<file path="src/rtl/key_event_gen_if.sv">
// Event stream interface between key_event_gen and its consumer.
//   evt_valid : head of the event FIFO holds an event
//   evt_ready : consumer accepts the head when evt_valid & evt_ready
//   evt_data  : {type[1:0], key_idx[2:0]}
//               type 00 CLICK, 01 LONG, 10 REPEAT, 11 LONG_REL
interface key_event_gen_if;
  logic       evt_valid;
  logic       evt_ready;
  logic [4:0] evt_data;

  modport master (output evt_valid, output evt_data, input evt_ready);
  modport slave  (input evt_valid, input evt_data, output evt_ready);
endinterface

</file>
<file path="src/rtl/key_event_gen.sv">
// key_event_gen: converts debounced, active-low key levels into discrete
// click / long-press / long-release (and optional auto-repeat) events,
// arbitrated by lowest key index into a small valid/ready event FIFO.
// Optional feature macro: KEY_REPEAT_EN (emit REPEAT events while held long).
// Ports:
//   clk         system clock
//   rst         synchronous active-high reset
//   keys_stable debounced keys, active-low (1 = released)
//   evt         event stream (master side): evt_valid, evt_ready, evt_data
//   drop_cnt    saturating count of events lost to pending-slot overwrite
module key_event_gen #(
  parameter int unsigned CLK_FREQ   = 50_000_000,
  parameter int unsigned KEY_CNT    = 8,
  parameter int unsigned LONG_MS    = 1000,
  parameter int unsigned REPEAT_MS  = 200,
  parameter int unsigned FIFO_DEPTH = 4
) (
  input  logic                clk,
  input  logic                rst,
  input  logic [KEY_CNT-1:0]  keys_stable,
  key_event_gen_if.master     evt,
  output logic [7:0]          drop_cnt
);

  localparam int unsigned TICK_MAX = CLK_FREQ / 1000 - 1;
  localparam int unsigned PRESC_W  = (TICK_MAX > 0) ? $clog2(TICK_MAX + 1) : 1;
  localparam int unsigned HOLD_W   = 16;
  localparam int unsigned PTR_W    = $clog2(FIFO_DEPTH);
  localparam int unsigned CNT_W    = PTR_W + 1;

  localparam logic [1:0] EV_CLICK  = 2'b00;
  localparam logic [1:0] EV_LONG   = 2'b01;
  localparam logic [1:0] EV_REPEAT = 2'b10;
  localparam logic [1:0] EV_LREL   = 2'b11;

  typedef enum logic [1:0] {
    ST_IDLE    = 2'd0,
    ST_PRESSED = 2'd1,
    ST_LONG    = 2'd2
  } key_state_t;

  // Elaboration-time parameter sanity
  if (LONG_MS < 1 || LONG_MS > 65535 || REPEAT_MS < 1 || REPEAT_MS > 65535) begin : g_bad_ms
    $error("key_event_gen: LONG_MS/REPEAT_MS must be in 1..65535");
  end
  if (KEY_CNT < 1 || KEY_CNT > 8) begin : g_bad_keys
    $error("key_event_gen: KEY_CNT must be in 1..8");
  end
  if (FIFO_DEPTH < 2 || (FIFO_DEPTH & (FIFO_DEPTH - 1)) != 0) begin : g_bad_depth
    $error("key_event_gen: FIFO_DEPTH must be a power of two >= 2");
  end

  // ---------------------------------------------------------------- 1 ms tick
  logic [PRESC_W-1:0] presc_q;
  logic               tick_c;

  assign tick_c = (presc_q == PRESC_W'(TICK_MAX));

  always_ff @(posedge clk) begin
    if (rst || tick_c) presc_q <= '0;
    else               presc_q <= presc_q + PRESC_W'(1);
  end

  // ---------------------------------------------------------------- per-key FSMs
  key_state_t          state_q [KEY_CNT];
  key_state_t          state_d [KEY_CNT];
  logic [HOLD_W-1:0]   hold_q  [KEY_CNT];
  logic [HOLD_W-1:0]   hold_d  [KEY_CNT];
  logic [KEY_CNT-1:0]  ev_c;
  logic [1:0]          ev_type_c [KEY_CNT];

  always_ff @(posedge clk) begin
    for (int i = 0; i < int'(KEY_CNT); i++) begin
      if (rst) begin
        state_q[i] <= ST_IDLE;
        hold_q[i]  <= '0;
      end else begin
        state_q[i] <= state_d[i];
        hold_q[i]  <= hold_d[i];
      end
    end
  end

  // Release has priority over a tick in the same cycle
  always_comb begin
    ev_c = '0;
    for (int i = 0; i < int'(KEY_CNT); i++) begin
      state_d[i]   = state_q[i];
      hold_d[i]    = hold_q[i];
      ev_type_c[i] = EV_CLICK;
      case (state_q[i])
        ST_IDLE: begin
          if (!keys_stable[i]) begin
            state_d[i] = ST_PRESSED;
            hold_d[i]  = '0;
          end
        end
        ST_PRESSED: begin
          if (keys_stable[i]) begin
            state_d[i]   = ST_IDLE;
            hold_d[i]    = '0;
            ev_c[i]      = 1'b1;
            ev_type_c[i] = EV_CLICK;
          end else if (tick_c) begin
            if (hold_q[i] == HOLD_W'(LONG_MS - 1)) begin
              state_d[i]   = ST_LONG;
              hold_d[i]    = '0;
              ev_c[i]      = 1'b1;
              ev_type_c[i] = EV_LONG;
            end else begin
              hold_d[i] = hold_q[i] + HOLD_W'(1);
            end
          end
        end
        ST_LONG: begin
          if (keys_stable[i]) begin
            state_d[i]   = ST_IDLE;
            hold_d[i]    = '0;
            ev_c[i]      = 1'b1;
            ev_type_c[i] = EV_LREL;
          end
`ifdef KEY_REPEAT_EN
          else if (tick_c) begin
            if (hold_q[i] == HOLD_W'(REPEAT_MS - 1)) begin
              hold_d[i]    = '0;
              ev_c[i]      = 1'b1;
              ev_type_c[i] = EV_REPEAT;
            end else begin
              hold_d[i] = hold_q[i] + HOLD_W'(1);
            end
          end
`endif
        end
        default: begin
          state_d[i] = ST_IDLE;
          hold_d[i]  = '0;
        end
      endcase
    end
  end

  // ---------------------------------------------------------------- pending slots + arbiter
  logic [KEY_CNT-1:0] pend_v_q;
  logic [KEY_CNT-1:0] pend_v_d;
  logic [1:0]         pend_t_q [KEY_CNT];
  logic [1:0]         pend_t_d [KEY_CNT];
  logic               grant_any_c;
  logic [2:0]         grant_idx_c;
  logic [1:0]         grant_type_c;
  logic               pop_c;
  logic               wr_c;
  logic [CNT_W-1:0]   count_q;
  logic [3:0]         drop_n_c;
  logic [8:0]         drop_sum_c;

  assign pop_c = evt.evt_valid & evt.evt_ready;
  // A pop in the same cycle frees room for a write even when full
  assign wr_c  = grant_any_c & ((count_q != CNT_W'(FIFO_DEPTH)) | pop_c);

  // Lowest index wins: scan downward so the last hit is the smallest
  always_comb begin
    grant_any_c  = 1'b0;
    grant_idx_c  = '0;
    grant_type_c = EV_CLICK;
    for (int i = int'(KEY_CNT) - 1; i >= 0; i--) begin
      if (pend_v_q[i]) begin
        grant_any_c  = 1'b1;
        grant_idx_c  = 3'(i);
        grant_type_c = pend_t_q[i];
      end
    end
  end

  // Granted slot clears; a new event refills it, or overwrites a non-granted one (drop)
  always_comb begin
    pend_v_d = pend_v_q;
    drop_n_c = '0;
    for (int i = 0; i < int'(KEY_CNT); i++) begin
      pend_t_d[i] = pend_t_q[i];
      if (wr_c && (grant_idx_c == 3'(i))) pend_v_d[i] = 1'b0;
      if (ev_c[i]) begin
        if (pend_v_d[i]) drop_n_c = drop_n_c + 4'd1;
        pend_v_d[i] = 1'b1;
        pend_t_d[i] = ev_type_c[i];
      end
    end
  end

  assign drop_sum_c = 9'(drop_cnt) + 9'(drop_n_c);

  always_ff @(posedge clk) begin
    if (rst) begin
      pend_v_q <= '0;
      drop_cnt <= '0;
      for (int i = 0; i < int'(KEY_CNT); i++) pend_t_q[i] <= EV_CLICK;
    end else begin
      pend_v_q <= pend_v_d;
      drop_cnt <= (drop_sum_c > 9'd255) ? 8'hFF : drop_sum_c[7:0];
      for (int i = 0; i < int'(KEY_CNT); i++) pend_t_q[i] <= pend_t_d[i];
    end
  end

  // ---------------------------------------------------------------- event FIFO, registered head
  logic [4:0]       mem_q [FIFO_DEPTH];
  logic [PTR_W-1:0] wr_ptr_q;
  logic [PTR_W-1:0] rd_ptr_q;
  logic [PTR_W-1:0] rd_ptr_inc_c;
  logic [CNT_W-1:0] count_d;
  logic [4:0]       wdata_c;
  logic [4:0]       head_q;
  logic [4:0]       head_d;
  logic             valid_q;

  assign wdata_c      = {grant_type_c, grant_idx_c};
  assign rd_ptr_inc_c = rd_ptr_q + PTR_W'(1);

  always_comb begin
    count_d = count_q;
    case ({wr_c, pop_c})
      2'b10:   count_d = count_q + CNT_W'(1);
      2'b01:   count_d = count_q - CNT_W'(1);
      default: count_d = count_q;
    endcase
  end

  // Next head: bypass the write when it lands in an empty (or emptying) FIFO
  always_comb begin
    head_d = head_q;
    if (wr_c && ((count_q == '0) || (pop_c && (count_q == CNT_W'(1))))) head_d = wdata_c;
    else if (pop_c)                                                      head_d = mem_q[rd_ptr_inc_c];
  end

  always_ff @(posedge clk) begin
    if (wr_c) mem_q[wr_ptr_q] <= wdata_c;
  end

  always_ff @(posedge clk) begin
    if (rst) begin
      wr_ptr_q <= '0;
      rd_ptr_q <= '0;
      count_q  <= '0;
      valid_q  <= 1'b0;
      head_q   <= '0;
    end else begin
      if (wr_c)  wr_ptr_q <= wr_ptr_q + PTR_W'(1);
      if (pop_c) rd_ptr_q <= rd_ptr_inc_c;
      count_q <= count_d;
      valid_q <= (count_d != '0);
      head_q  <= head_d;
    end
  end

  assign evt.evt_valid = valid_q;
  assign evt.evt_data  = head_q;

endmodule
</file>
<file path="src/flat_wrapper.sv">
// flat-port wrapper written by rule: the top's interface ports become plain ports
module key_event_gen_flat 
#(
  parameter int unsigned CLK_FREQ   = 50_000_000,
  parameter int unsigned KEY_CNT    = 8,
  parameter int unsigned LONG_MS    = 1000,
  parameter int unsigned REPEAT_MS  = 200,
  parameter int unsigned FIFO_DEPTH = 4
)
  (clk, rst, keys_stable, drop_cnt, evt_evt_valid, evt_evt_data, evt_evt_ready);
  key_event_gen_if evt_i ();
  input  logic clk;
  input  logic rst;
  input  logic [KEY_CNT-1:0] keys_stable;
  output logic [7:0] drop_cnt;
  output wire logic [$bits(evt_i.evt_valid)-1:0] evt_evt_valid;
  output wire logic [$bits(evt_i.evt_data)-1:0] evt_evt_data;
  input wire logic [$bits(evt_i.evt_ready)-1:0] evt_evt_ready;
  assign evt_evt_valid = evt_i.evt_valid;
  assign evt_evt_data = evt_i.evt_data;
  assign evt_i.evt_ready = evt_evt_ready;
  key_event_gen #(.CLK_FREQ(CLK_FREQ), .KEY_CNT(KEY_CNT), .LONG_MS(LONG_MS), .REPEAT_MS(REPEAT_MS), .FIFO_DEPTH(FIFO_DEPTH)) u_core (.clk(clk), .rst(rst), .keys_stable(keys_stable), .evt(evt_i), .drop_cnt(drop_cnt));
endmodule
</file>
<file path="config.mk">
export PLATFORM = sky130hd
export DESIGN_NAME = key_event_gen_flat
export DESIGN_NICKNAME = d
export VERILOG_FILES = /design/src/rtl/key_event_gen_if.sv /design/src/rtl/key_event_gen.sv /design/src/flat_wrapper.sv
export SDC_FILE = /design/constraint.sdc
export NUM_CORES = 1
export LEC_CHECK = 0
export ABC_AREA = 1
export CAP_MARGIN = 20
export CORE_ASPECT_RATIO = 1.1
export CORE_UTILIZATION = 36
export CTS_CLUSTER_DIAMETER = 120
export DETAILED_ROUTE_END_ITERATION = 7
export MAX_ROUTING_LAYER = met4
export PLACE_DENSITY_LB_ADDON = 0.12
export SLEW_MARGIN = 30
export SYNTH_ARGS = -nofsm -noshare
export SYNTH_HDL_FRONTEND = slang
export SYNTH_SLANG_ARGS = --single-unit
</file>
<file path="constraint.sdc">
create_clock -name clk -period 5.8 [get_ports clk]
set_input_delay 0.58 -clock clk [delete_from_list [all_inputs] [get_ports clk]]
set_output_delay 0.58 -clock clk [all_outputs]
set_load 0.005 [all_outputs]
</file>
==> results of run 1 <==
==> metrics by stage <==
stage                     hold slack (ns)  instances  utilization
final                               0.469       2172        0.435
after global placement              0.432       2116        0.398
after global routing                0.495       2172        0.435
after detailed placement            0.442       2116        0.398
after floorplan                     0.418       1643            -
after CTS                           0.454       2168        0.431
==> worst paths after layout <==
check | end | depth (start not counted)
setup / recovery | u_core.drop_cnt[7] | 40
hold / removal | u_core.evt.evt_data[4] | 2
setup reg to reg | u_core.drop_cnt[7] | 40
hold reg to reg | u_core.evt.evt_data[4] | 2
==> metal layers <==
metal | routed length [um] | GRT usage | vias to the layer above
met3 | 868 | 0.0238 | 26
met2 | 12100 | 0.271 | 87
met4 | 419 | 0.0385 | 0
li1 | - | - | 5621
met5 | 0 | - | -
met1 | 12600 | 0.202 | 4706
==> kinds of logic (layout without fill, tap and decap cells) <==
kind of cell    Yosys count  count (layout)  synth area share
fa+ha+maj                53              53            0.0564
compound gates          316             316             0.154
buf+inv                 292             395            0.0928
mux                       8               8           0.00673
simple gates            735             735             0.284
xor+xnor                 14              14            0.0103
flops                   225             225             0.396
==> Yosys cell counts (all sizes together), types with 4 or more instances <==
library cell / number / share of area
a221oi: 7 / 0.0052
xnor2: 5 / 0.0037
a21boi: 4 / 0.0025
or2: 8 / 0.0042
o211ai: 4 / 0.0025
nor3: 80 / 0.035
o21ai: 88 / 0.039
xor2: 9 / 0.0066
a31oi: 24 / 0.013
nand3: 91 / 0.044
nand4: 18 / 0.0095
ha: 52 / 0.055
dfxtp: 205 / 0.35
clkbuf: 14 / 0.0044
nand2: 294 / 0.099
nor2: 204 / 0.069
o22ai: 5 / 0.0026
and3: 6 / 0.0032
nor4: 21 / 0.012
a21oi: 138 / 0.060
inv: 271 / 0.086
nor3b: 10 / 0.0063
clkinv: 5 / 0.0016
o21a: 12 / 0.0076
a211oi: 17 / 0.011
mux2i: 8 / 0.0067
edfxtp: 20 / 0.051
==> layout make-up <==
cell class	instances	share of cell area
Multi-Input combinational cell	1126	0.439
Sequential cell	225	0.334
Inverter	276	0.0736
Clock buffer	31	0.0535
Timing Repair Buffer	67	0.0396
Tap cell	426	0.0378
Clock inverter	21	0.0217
==> critical path, delay by kind of cell (launching register included) <==
family | cells | cell delay (ns)
flops | 1 | 0.34
compound gates | 8 | 1.16
simple gates | 20 | 1.80
buf+inv | 6 | 0.32
fa+ha+maj | 6 | 1.60
==> placed cells by master (no fill, tap or decap), types with 9 or more instances in the layout <==
| cell | instances |
|---|---|
| nand2_1 | 274 |
| inv_1 | 251 |
| dfxtp_1 | 201 |
| nor2_1 | 184 |
| a21oi_1 | 134 |
| nand3_1 | 79 |
| nor3_1 | 78 |
| o21ai_0 | 73 |
| ha_1 | 48 |
| buf_4 | 43 |
| clkbuf_16 | 29 |
| a31oi_1 | 24 |
| clkdlybuf4s50_1 | 23 |
| nor4_1 | 20 |
| inv_2 | 20 |
| edfxtp_1 | 20 |
| nand4_1 | 18 |
| a211oi_1 | 17 |
| nand2_2 | 14 |
| o21a_1 | 12 |
| nor2_4 | 10 |
| nor2_2 | 10 |
| nor3b_1 | 10 |
| nand3_2 | 9 |
| clkinv_1 | 9 |
| xor2_1 | 9 |
==> repair_timing <==
item                                    CTS  global route
setup buffers                             0             4
resized for setup                         0            34
endpoints found under the setup margin    0             8
endpoints found under the hold margin     0             0
==> flip-flops by register name, indices dropped and copies added (netlist names) <==
| name | flops |
|---|---|
| u_core.presc_q | 16 |
| u_core.hold_q | 128 |
| u_core.evt.evt_data | 5 |
| u_core.evt.evt_valid | 1 |
| u_core.wr_ptr_q | 2 |
| u_core.state_q | 16 |
| u_core.drop_cnt | 8 |
| u_core.rd_ptr_q | 2 |
| u_core.pend_v_q | 8 |
| u_core.mem_q | 20 |
| u_core.pend_t_q | 16 |
| u_core.count_q | 3 |
==> power by group <==
part / internal (mW) / total [mW] / switching (mW)
clock network: 1.28 / 1.97 / 0.690
registers: 1.78 / 1.90 / 0.117
logic: 0.508 / 1.47 / 0.964
==> impl_metrics.py, run 1 <==
metrics = {
    "die": {
        "io_pins": 25,
        "start_util": 0.367,
        "core_um2": 32400,
        "num_rows": 69,
        "die_w_um": 175,
        "die_h_um": 193,
        "die-area_um2": 33800,
    },
    "routing": {
        "wl_per_cell_um": 12.0,
        "firstDrtPassIters": 5,
        "wl_um": 26000,
        "via_count": 10400,
        "drt-initial-drc-count": 462,
        "ant_nets": 0,
        "vias_per_cell": 4.81,
        "drc": 0,
    },
    "clock_tree": {
        "htree_levels": 1,
        "clock-sinks": 225,
        "cts_max_path_buffers": 3,
        "cts_tree": "done",
        "cts_hold_buffers": 0,
        "cts_buffers": 28,
        "clkLatencyLatePin_ns": 0.54,
        "clk_pin_slew_ns": 0.06,
        "cts_root_buf": "clkbuf_16",
    },
    "sta": {
        "finClkSkew_ns": 0.00915,
        "setup_viol": 0,
        "slew_headroom": 0.582,
        "min_period_ns": 5.38,
        "max_freq_ghz": 0.186,
        "hold_viol": 0,
        "fin_setup_tns_ns": 0,
        "tightest_slew_ns": 0.627,
        "drv_slew": 0,
        "finalCritPeriodShare": 0.928,
        "layout_setup_ws_ns": 0.420,
    },
    "place": {
        "place_congestion": 0.854,
        "pre_cts_ws_ns": -0.319,
        "hpwl_um": 19200,
        "port_buffers": 24,
        "placement.cell_area_um2": 12900,
    },
    "final_layout": {
        "final_nets": 1788,
        "seq_area_um2": 4710,
        "multiInputGateArea_um2": 6190,
        "stdcell_area_um2": 14100,
        "area_growth_pct": 18.4,
        "num_antenna_cells": 0,
        "n_fill_cell": 3288,
        "layout-drive-gt1-share": 0.113,
    },
    "synthesis": {
        "synth_cells": 1643,
        "synth_area_per_cell_um2": 7.24,
        "yosys_warnings": 0,
        "seq_area_frac_synth": 0.396,
        "synth_edf_count": 20,
        "syn_nets": 1707,
        "syn_area_um2": 11900,
        "synth-main-ff-cell": "dfxtp_1",
        "synth_cell_types": 57,
        "ys_ff_latch": 225,
        "async_flop_share": 0,
    },
    "flow_run": {
        "cap_violations": 0,
    },
    "global_route": {
        "grt_pass1_wl_um": 44500,
        "grt_util_all_layers": 0.161,
        "grt_max_degree": 51,
        "antenna_found_initial": 0,
        "first_global_vias": 9853,
        "grt-ovfl-total": 0,
    },
    "setup_path": {
        "worst-setup-path-type": "reg2reg",
        "max_stage_delay_ns": 0.34,
        "reg2reg_from": "u_core.pend_v_q[7]",
        "arrival_ns": 5.77,
        "setup.worst_path.start": "u_core.pend_v_q[7]",
        "cp_slowest_cell": "dfxtp_1",
        "cp_max_fo": 3,
        "cp-end-kind": "flip-flop",
        "rrSetupSlack_ns": 0.42,
        "crit_path_start_kind": "flip-flop",
        "crit_top_cell": "nand2_1",
        "crit_required_ns": 6.19,
    },
    "run_status": {
        "status": "finished clean",
    },
    "worst_hold_path": {
        "min_from": "u_core.evt.evt_data[4]",
        "min-delay-path-class": "reg2reg",
    },
    "power_and_ir_drop": {
        "leakagePower_nw": 5.42,
        "ir_worst_vdd_mv": 0.251,
        "p_per_area_nw_per_um2": 379,
        "power.total_mw": 5.34,
    },
}
Power figures use the tool's default switching activity.
==> run 2, diff against run 1 <==
--- a/config.mk
+++ b/config.mk
@@ -5,7 +5,6 @@
 export SDC_FILE = /design/constraint.sdc
 export NUM_CORES = 1
 export LEC_CHECK = 0
-export ABC_AREA = 1
 export CAP_MARGIN = 20
 export CORE_ASPECT_RATIO = 1.1
 export CORE_UTILIZATION = 36
@@ -17,3 +16,4 @@
 export SYNTH_ARGS = -nofsm -noshare
 export SYNTH_HDL_FRONTEND = slang
 export SYNTH_SLANG_ARGS = --single-unit
+export TNS_END_PERCENT = 5
==> run 2 against run 1 <==
Effect of this change:
- the run now ends with negative setup slack left
- global-route usage increased by 0.15 points
- register-to-register slack got worse by 0.88 ns
- non-clock buffer count rose by 91
- first-iteration DRC count fell by 19%
- largest power group unchanged
- highest routed layer unchanged
==> impl_metrics.py, run 2 <==
metrics = {
    "run_status": {
        "status": "finished with violations",
        "violations": "negative setup slack",
    },
    "clock_tree": {
        "cts_tree": "done",
        "cts_buffers": 28,
        "clkLatencyLatePin_ns": 0.55,
        "htree_levels": 1,
        "cts_root_buf": "clkbuf_16",
        "cts_max_path_buffers": 3,
        "clk_pin_slew_ns": 0.06,
        "clock-sinks": 225,
        "cts_hold_buffers": 0,
    },
    "global_route": {
        "grt_max_degree": 29,
        "antenna_found_initial": 0,
        "grt-ovfl-total": 0,
        "grt_pass1_wl_um": 44000,
        "grt_util_all_layers": 0.162,
        "first_global_vias": 9310,
    },
    "final_layout": {
        "area_growth_pct": 23.5,
        "largest_reg_flops": 128,
        "num_antenna_cells": 0,
        "final_nets": 1556,
        "layout-drive-gt1-share": 0.155,
        "mostFrequentLayoutCell": "nor2_1",
        "largestRegisters": "u_core.hold_q: 128 flops, u_core.mem_q: 20 flops",
        "largest_register": "u_core.hold_q",
        "final_cell_mix": "nor2_1 (215), dfxtp_1 (202), buf_4 (131)",
    },
    "sta": {
        "hold_viol": 0,
        "drv_slew": 0,
        "fin_setup_tns_ns": -3.17,
        "tightest_slew_ns": 0.762,
        "slew_headroom": 0.486,
        "max_freq_ghz": 0.160,
        "grt_setup_unrepaired": "yes",
        "layout_setup_ws_ns": -0.459,
        "setup_viol": 8,
        "min_period_ns": 6.26,
        "finalCritPeriodShare": 1.08,
        "finClkSkew_ns": 0.0212,
    },
    "synthesis": {
        "syn_nets": 1409,
        "syn_area_um2": 11700,
        "synthTopCellsByArea": "dfxtp_1 (35%), nor2_1 (6.9%), xor2_1 (6.8%)",
        "yosysMostFrequentCell": "nor2_1",
        "synth_cells": 1345,
        "synth_edf_count": 20,
        "async_flop_share": 0,
        "yosys_warnings": 0,
        "synth_cell_types": 75,
        "synth_top_area_frac": 0.352,
        "synth_area_per_cell_um2": 8.68,
        "synth_area_leader_cell": "dfxtp_1",
        "ys_ff_latch": 225,
        "synth-main-ff-cell": "dfxtp_1",
        "seq_area_frac_synth": 0.403,
        "synth_common_cells": "nor2_1 (216), dfxtp_1 (205), nand2_1 (113)",
    },
    "die": {
        "io_pins": 25,
        "die_h_um": 191,
        "die-area_um2": 33100,
        "start_util": 0.369,
        "core_um2": 31700,
        "num_rows": 68,
        "die_w_um": 174,
    },
    "setup_path": {
        "path_delay_family": "simple AND/OR/NAND/NOR gates",
        "crit_top_cell": "buf_4",
        "crit_required_ns": 6.21,
        "cp.buffers_inverters": 15,
        "arrival_ns": 6.67,
        "cp-end-kind": "flip-flop",
        "crit_path_start_kind": "flip-flop",
        "cp_slowest_cell": "or4bb_4",
        "cp_max_fo": 5,
        "worst-setup-path-type": "reg2reg",
        "max_stage_delay_ns": 0.53,
    },
    "routing": {
        "wl_um": 25900,
        "drt-initial-drc-count": 375,
        "wl_per_cell_um": 13.4,
        "ant_nets": 0,
        "top_layer_used": "met4",
        "drc": 0,
        "via_count": 9599,
        "wl_met1_um": 12400,
        "firstDrtPassIters": 7,
        "vias_per_cell": 4.97,
        "wl_met2_um": 12000,
        "dr_wl_met3_um": 912,
    },
    "power_and_ir_drop": {
        "p_seq_frac": 0.393,
        "p_per_area_nw_per_um2": 312,
        "ir_worst_vdd_mv": 0.187,
        "power.total_mw": 4.50,
        "leakagePower_nw": 5.40,
        "power_frac_comb": 0.207,
        "internal_power_mw": 3.22,
        "switchingPower_mw": 1.27,
        "netSwitchingFraction": 0.283,
        "clock_power_share": 0.400,
    },
    "worst_hold_path": {
        "min-delay-path-class": "reg2reg",
    },
    "place": {
        "hpwl_um": 18600,
        "port_buffers": 24,
        "place_congestion": 0.823,
    },
    "flow_run": {
        "cap_violations": 0,
    },
}
run 2: cell types whose count changed in the layout (fill, tap and decap cells not counted), sizes merged, moves of 20 or more:
cell and change:
a21oi -77, buf +91, inv -219, nand2 -181, nand3 -27, nor3 -51
o21ai -37, or3 +20, xnor2 +45, xor2 +81
run 2: worst paths after layout:
kind	slack [ns]	end	cells past startpoint	from
worst min-delay path	0.45	u_core.pend_t_q[1][4]	2	u_core.pend_t_q[1][4]
worst min register to register	0.45	u_core.pend_t_q[1][4]	2	u_core.pend_t_q[1][4]
worst max-delay path	-0.46	u_core.drop_cnt[4]	34	u_core.presc_q[10]
worst max register to register	-0.46	u_core.drop_cnt[4]	34	u_core.presc_q[10]
run 2: tightest hold or removal path: stages, from the launching register on:
cell	delay, ns
dfxtp_1	0.31
nand2_1	0.05
a21oi_1	0.05
run 2: logic make-up (layout without fill, tap and decap cells):
logic type / after synthesis / in the layout / synth area share
AND/OR/NAND/NOR: 607 / 607 / 0.256
flip-flops: 225 / 225 / 0.403
AO/OA/AOI/OAI: 200 / 200 / 0.114
XOR/XNOR: 140 / 140 / 0.109
buffers and inverters: 92 / 260 / 0.0308
adder cells (fa/ha/maj): 53 / 53 / 0.0575
multiplexers: 28 / 28 / 0.0295
run 2: power by group through the flow:
stage / registers (mW) / logic, mW / clock network (mW)
global route: 1.78 / 1.05 / 1.92
detailed placement: 1.80 / 0.910 / 0
finish: 1.77 / 0.930 / 1.80
CTS: 1.77 / 0.922 / 1.86
global placement: 1.80 / 0.905 / 0
floorplan: 1.78 / 0.612 / 0
run 2: layer usage:
| layer | vias to the layer above | global-route usage |
|---|---|---|
| li1 | 4989 | - |
| met1 | 4474 | 0.204 |
| met2 | 96 | 0.268 |
| met3 | 40 | 0.0269 |
| met4 | 0 | 0.0455 |
| met5 | - | - |
run 2: layout make-up:
class / instances / area [um2]
sequential: 225 / 4710
timing repair buffer: 158 / 1250
clock inverter: 7 / 116
clock buffer: 44 / 852
multi-input combinational: 1028 / 6760
inverter: 51 / 196
tap: 420 / 526
fill: 3087 / 17200
run 2: timing repair:
item / in CTS / in global routing
pin swaps: 12 / 19
buffers inserted: 12 / 5
endpoints found under the setup margin: 8 / 8
gates resized for setup: 3 / 18
gates cloned: 0 / 0
run 2: stage by stage:
step	util	hold WS, ns	cell area (um2)	std cells	setup slack, ns
after CTS	0.451	0.454	14300	1928	-0.511
after detailed placement	0.417	0.446	13200	1865	-0.707
after global placement	0.417	0.448	13200	1865	-0.720
after floorplan	-	0.418	11700	1345	-0.538
after global routing	0.455	0.465	14400	1933	-0.739
final	0.455	0.454	14400	1933	-0.459
